**src/rtl/gpio_axi_arbiter.sv**
```systemverilog
// Two-master AXI-lite arbiter in front of the single GPIO slave, one complete transaction at a time.
// Latency: one IDLE cycle to arbitrate, then each phase is forwarded combinationally (zero added delay).
// Backpressure: slave ready/valid reach the owner only; a non-owner's valid is never acked and simply waits.
module gpio_axi_arbiter #(
   parameter bit RR_EN = 1'b1
) (
   input  logic        clock,
   input  logic        reset,
   input  logic [63:0] m_awaddr,
   input  logic [1:0]  m_awvalid,
   output logic [1:0]  m_awready,
   input  logic [63:0] m_wdata,
   input  logic [1:0]  m_wvalid,
   output logic [1:0]  m_wready,
   output logic [1:0]  m_bvalid,
   input  logic [1:0]  m_bready,
   input  logic [63:0] m_araddr,
   input  logic [1:0]  m_arvalid,
   output logic [1:0]  m_arready,
   output logic [63:0] m_rdata,
   output logic [1:0]  m_rvalid,
   input  logic [1:0]  m_rready,
   output logic [31:0] s_awaddr,
   output logic        s_awvalid,
   input  logic        s_awready,
   output logic [31:0] s_wdata,
   output logic        s_wvalid,
   input  logic        s_wready,
   input  logic        s_bvalid,
   output logic        s_bready,
   output logic [31:0] s_araddr,
   output logic        s_arvalid,
   input  logic        s_arready,
   input  logic [31:0] s_rdata,
   input  logic        s_rvalid,
   output logic        s_rready,
   output logic [1:0]  grant
);

   typedef enum logic [2:0] {IDLE, WADDR, WDATA, WRESP, RADDR, RDATA} state_t;

   state_t     state, state_nxt;
   logic       owner, owner_nxt;
   logic       op, op_nxt;        // 1 = write, 0 = read
   logic       rr_ptr, rr_ptr_nxt;
   logic [1:0] req;
   logic       win;
   logic       done;

   assign req = m_awvalid | m_arvalid;

   // Winner among requesters: rr_ptr is the first candidate under round-robin, master 0 otherwise
   always_comb begin
      win = 1'b0;
      if (RR_EN) win = req[rr_ptr] ? rr_ptr : ~rr_ptr;
      else       win = req[0] ? 1'b0 : 1'b1;
   end

   // State, owner and round-robin pointer; reset abandons any in-flight transaction
   always_ff @(posedge clock) begin
      if (!reset) begin
         state  <= IDLE;
         owner  <= 1'b0;
         op     <= 1'b0;
         rr_ptr <= 1'b0;
      end else begin
         state  <= state_nxt;
         owner  <= owner_nxt;
         op     <= op_nxt;
         rr_ptr <= rr_ptr_nxt;
      end
   end

   // Next state plus phase mirroring between the owner and the slave; everything else stays 0
   always_comb begin
      state_nxt  = state;
      owner_nxt  = owner;
      op_nxt     = op;
      rr_ptr_nxt = rr_ptr;
      done       = 1'b0;
      m_awready  = 2'b00;
      m_wready   = 2'b00;
      m_bvalid   = 2'b00;
      m_arready  = 2'b00;
      m_rvalid   = 2'b00;
      s_awvalid  = 1'b0;
      s_wvalid   = 1'b0;
      s_bready   = 1'b0;
      s_arvalid  = 1'b0;
      s_rready   = 1'b0;
      case (state)
         IDLE: begin
            if (|req) begin
               owner_nxt = win;
               // a master offering both AW and AR is served as a write first
               op_nxt    = m_awvalid[win];
               state_nxt = m_awvalid[win] ? WADDR : RADDR;
            end
         end
         WADDR: begin
            s_awvalid        = m_awvalid[owner];
            m_awready[owner] = s_awready;
            if (m_awvalid[owner] && s_awready) state_nxt = WDATA;
         end
         WDATA: begin
            s_wvalid        = m_wvalid[owner];
            m_wready[owner] = s_wready;
            if (m_wvalid[owner] && s_wready) state_nxt = WRESP;
         end
         WRESP: begin
            m_bvalid[owner] = s_bvalid;
            s_bready        = m_bready[owner];
            done            = op & s_bvalid & m_bready[owner];
         end
         RADDR: begin
            s_arvalid        = m_arvalid[owner];
            m_arready[owner] = s_arready;
            if (m_arvalid[owner] && s_arready) state_nxt = RDATA;
         end
         RDATA: begin
            m_rvalid[owner] = s_rvalid;
            s_rready        = m_rready[owner];
            done            = ~op & s_rvalid & m_rready[owner];
         end
         default: state_nxt = IDLE;
      endcase
      if (done) begin
         state_nxt = IDLE;
         if (RR_EN) rr_ptr_nxt = ~owner;
      end
   end

   // Address/data paths select the owner's slice; forced to 0 while idle
   always_comb begin
      s_awaddr = 32'h0;
      s_wdata  = 32'h0;
      s_araddr = 32'h0;
      if (state != IDLE) begin
         s_awaddr = owner ? m_awaddr[63:32] : m_awaddr[31:0];
         s_wdata  = owner ? m_wdata[63:32]  : m_wdata[31:0];
         s_araddr = owner ? m_araddr[63:32] : m_araddr[31:0];
      end
   end

   assign m_rdata = {s_rdata, s_rdata};
   assign grant   = (state == IDLE) ? 2'b00 : (owner ? 2'b10 : 2'b01);

endmodule

```
**config.mk**
```make
export PLATFORM = sky130hd
export DESIGN_NAME = gpio_axi_arbiter
export DESIGN_NICKNAME = d
export VERILOG_FILES = /design/src/rtl/gpio_axi_arbiter.sv
export SDC_FILE = /design/constraint.sdc
export NUM_CORES = 1
export LEC_CHECK = 0
export CELL_PAD_IN_SITES_DETAIL_PLACEMENT = 1
export CELL_PAD_IN_SITES_GLOBAL_PLACEMENT = 1
export CORE_MARGIN = 10
export CORE_UTILIZATION = 12
export CTS_CLUSTER_DIAMETER = 30
export DETAILED_ROUTE_END_ITERATION = 10
export PLACE_DENSITY = 0.82
export SLEW_MARGIN = 25
export SYNTH_ARGS = -nofsm -noshare
export SYNTH_HDL_FRONTEND = slang
export SYNTH_SLANG_ARGS = --single-unit
```
**constraint.sdc**
```tcl
create_clock -name clock -period 2.05 [get_ports clock]
set_input_delay 0.41 -clock clock [delete_from_list [all_inputs] [get_ports clock]]
set_output_delay 0.41 -clock clock [all_outputs]
set_load 0.02 [all_outputs]
```
[Word-level counts from Yosys, hierarchy flattened]
Index checks and enable logic that the tools add are counted.
Storage, ports and cells
  flip-flop bits (word level): 6
  input bits: 241
  output and inout bits: 177
  logic and storage cells: 85
Operators by class
  order comparisons: 4
  eq/ne operators: 9
  muxes and demuxes: 42
  bitwise operators: 15
  reductions and logical operators: 11
Operator list (count)
  $mux W32: 6
  $mux W1: 21
  $mux W3: 5
  $pmux W3 S5: 1
  $mux W2: 7
  $and A2 B2 Y2: 5
  $ne A2 B2 Y1 const B: 4
  $eq A3 B2 Y1 const B: 2
  $eq A3 B3 Y1 const B: 2
  $lt A1 B2 Y1 const B: 3
  $reduce_or A2 Y1: 3
  $not A1 Y1: 5
  $reduce_and A5 Y1: 1
  $and A1 B1 Y1: 4
  $logic_and A1 B1 Y1: 4
  $eq A3 B1 Y1 const B: 1
  $logic_not A3 Y1: 1
  $reduce_bool A3 Y1: 1
  $or A2 B2 Y2: 1
  $pmux W1 S2: 1
  $reduce_and A2 Y1: 1
  $demux W1 S1: 1
  $ge A1 B1 Y1 const B: 1

[Depth between registers and ports, before layout]
  word-level depth: 9
  mapped depth: 6

[Worst setup path before layout]
No wires, ideal clock.
  path kind: register -> output
  start point: register owner
  end point: output m_arready[1]
  arrival: 1499 ps
  data required time: 1640 ps
  path slack: 141 ps
  stages on the path, launching flop included: 5
  cell sequence: dfxtp_1 -> buf_6 -> buf_2 -> inv_1 -> nor4_1
On the way
  longest elaborated chain between the ends: 6
  elaborated cells between the ends (all ways): 7
RTL lines
  from (decl): line 43  | logic owner, owner_nxt;
  from (signal assigned): line 68  | owner <= owner_nxt;
  $lt A1 B2 Y1 (implied by the code) or $ge A1 B1 Y1 (tied branches): line 117  | m_arready[owner] = s_arready;
  $logic_and A1 B1 Y1 (implied by the code): line 117
  $mux W1 (implied by the code): line 117
  $demux W1 S1 *: line 117
  $and A2 B2 Y2 (no line) *
  $mux W2 *: line 91  | case (state)
  to (decl): line 19  | output logic [1:0] m_arready,
Every way passes the cells marked *; elsewhere a longest branch is shown, timed or not.

[Worst setup path after layout]
  start point: register owner
  end point: output s_awvalid
On the way
  longest elaborated chain between the ends: 3
RTL lines
  $mux W1 (implied by the code) (2 in series): line 101  | s_awvalid = m_awvalid[owner];
  $mux W1: line 91
  to (decl): line 24  | output logic s_awvalid,
Every way passes these cells. The select of a mux whose other input is x is not followed.

==> results.txt <==
crit path launch: owner
CP peak stage delay: 0.39 ns
R2R depth: 7
synthesis-stage register bit count: 6
layout cell share with drive strength beyond 1: 0.2266
CTS Sinks: 6
H-tree levels: 1
hold depth: 2
Cell Area, Synth: 0.002484 mm2
Pleak: 2.458 nW
Final Total Pwr: 0.002694 W
Total Nets Final: 904
placed cell area: 0.005882 mm2
CTS clk-pin slew, worst paths: 0.04 ns
multi-input logic area: 0.001757 mm2
synth top area cells: mux2i_1 41%, buf_4 21%, nor2_1 16%
Pwr per Cell Area: 452.1 mW/mm2
vias in the first global route: 4,078
fin. max-slew vios: 0
unrepaired setup endpoints after global routing: yes
Arr. time, crit path: 1.60 ns
Primary FF master, synth: dfxtp_1
core area: 0.02030 mm2
detailed-route DRC error count: 0
Achievable Freq: 497.1 MHz
Clock Skew: 0.005900 ns
slew of the pin with the lowest slew margin: 0.2988 ns
Fin. Hold Viols: 0
peak supply drop: 0.3116 mV
largest net degree at the start of global routing: 31
syn nets: 597
Worst Hold Class: register to register
IO Pins: 418
distinct cell type count after synthesis: 34
Max-cap violations: 0
r2r startpoint: owner
clk root buf: clkbuf_16
Final period util: 0.9813
worst rel slew slack: 0.7990
Cells after Synth: 356
vias: 3,670
Post-synth EDFFs: 0
cts bufs inserted: 3
post-synth top area share: 0.4071
clk buf depth: 2
CP Capture Type: primary output
outcome: finished clean
Worst-Skew Late Latency: 0.23 ns
Die W: 163.9 um
ys async rst share: 0
placed instance count: 907
largest area contributor in the netlist: mux2i_1
Syn. warnings: 0
RR Endpoint: state[0]
internal reg-to-reg setup slack: 0.34 ns
syn avg cell area: 6.976 um2
Layout Cells excl Fill: 932
Post-Place Setup Slack: -0.2832 ns
cell family with most CP delay: buffers and inverters
Initial Util: 0.1223
synth-to-layout area growth: 139.9%
Register Area: 126.4 um2
crit path kind: register to primary output
# diodes: 0
Pre-antenna DRT Iters: 4
Buf+Inv Stages, Crit Path: 3
grt ovf: 0
Layout fillers: 2,473
Die Y: 163.9 um
Cell Rows: 52
Port Buffers: 321
final WL: 17,990 um
die area: 0.02685 mm2
Min Hold Slack: 0.4918 ns
required time of the critical path: 1.64 ns
Seq/Total Area, Yosys: 0.04836
PnR worst setup slack: 0.03838 ns
crit-path max FO: 4
via/cell ratio: 3.938
hold_sp: rr_ptr
type of origin of the critical path: register
fin crit period: 2.012 ns
Worst path slowest cell: dfxtp_4
Final GP Congestion: 0.7827
CTS tree: built
crit-path cells: buf_6, buf_4, mux2_2, and3_1, buf_2
DRT iter0 DRCs: 100
endpoints failing setup: 0
Detailed Place HPWL: 14,950 um
hold worst-path end: rr_ptr
WL per Instance: 19.30 um
Final Cell Area: 0.005959 mm2
initial antenna violation count: 0
first-pass GRT wire length: 24,940 um
Total GRT Usage: 0.1181
DRT antenna net count: 0
## cell type report
| cell class | count | area share |
|---|---|---|
| timing repair buffer | 393 | 0.6110 |
| multi-input combinational | 254 | 0.2948 |
| tap | 270 | 0.05669 |
| sequential | 6 | 0.02121 |
| clock buffer | 4 | 0.01323 |
| inverter | 5 | 0.003149 |
## routing by layer
layer	wire length [um]	vias up	GRT usage
met5	0	-	0
met4	339	0	0.02437
met3	1631	29	0.04130
met2	9327	181	0.2193
met1	6689	1704	0.1259
li1	-	1756	-
## Yosys cell counts, types with 3 or more instances
master    instances
a21oi_1           3
buf_4            70
buf_2            10
nor4_1            7
nor2_1          108
dfxtp_1           6
mux2i_1         101
inv_1             5
clkbuf_1         10
nand2_1           5
nor3_1            3
## logic make-up after synthesis
logic type             share of synthesized area
AO/OA/AOI/OAI                            0.04232
multiplexers                              0.4116
flip-flops                               0.04836
buffers and inverters                     0.2589
AND/OR/NAND/NOR                           0.2388
## cell usage in the layout, fill, tap and decap left out, types with 3 or more instances in the layout
master | Yosys | final
nand2_1 | 5 | 5
buf_6 | 1 | 4
clkbuf_16 | 0 | 5
clkbuf_2 | 0 | 54
buf_12 | 0 | 7
clkdlybuf4s50_1 | 0 | 208
nor2_1 | 108 | 108
clkdlybuf4s15_1 | 0 | 26
a21oi_1 | 3 | 3
nor3_1 | 3 | 3
nor4_1 | 7 | 7
dfxtp_1 | 6 | 3
mux2i_1 | 101 | 96
mux2i_2 | 0 | 3
buf_2 | 10 | 5
inv_1 | 5 | 5
buf_4 | 70 | 57
dlygate4sd2_1 | 0 | 22
clkdlybuf4s15_2 | 0 | 4
## tightest hold or removal path, stage by stage, from the launching register on
cell	delay [ns]
dfxtp_1	0.32
nand2_1	0.06
mux2i_1	0.05
## metrics by stage
step / setup TNS [ns] / util
2_1_floorplan: 0 / -
3_3_place_gp: -4.148 / 0.2898
3_5_place_dp: -5.712 / 0.2898
4_1_cts: -0.02718 / 0.2964
5_1_grt: -0.04764 / 0.2936
6_report: 0 / 0.2936
## power breakdown
group	total [W]	leakage (nW)	internal, W	switching, W
clock network	0.000334	0.0382	0.000259	0.0000747
registers	0.000147	0.0506	0.000130	0.0000171
logic	0.00221	2.37	0.00110	0.00112
## registers in the layout, indices dropped and copies added (netlist names)
register and cells:
state 3, op 1, owner 1, rr_ptr 1
## what timing repair did
action,in CTS,in global routing
endpoints found under the setup margin,112,75
cloned,2,3
gates resized for setup,147,148
buffers inserted,11,5
pin swaps,0,1
endpoints found under the hold margin,0,0
hold buffers,0,0
## how the worst max path moves through the flow
stage              endpoint  slack (ns)  depth (start not counted)
2_1_floorplan  m_arready[1]        0.14                          4
3_3_place_gp      s_arvalid       -0.26                          4
3_5_place_dp      s_arvalid       -0.28                          4
4_1_cts         s_araddr[7]       -0.01                          6
5_1_grt           s_awvalid       -0.03                          5
6_report          s_awvalid        0.04                          5
Note: power is estimated with default switching activity, not from simulation.
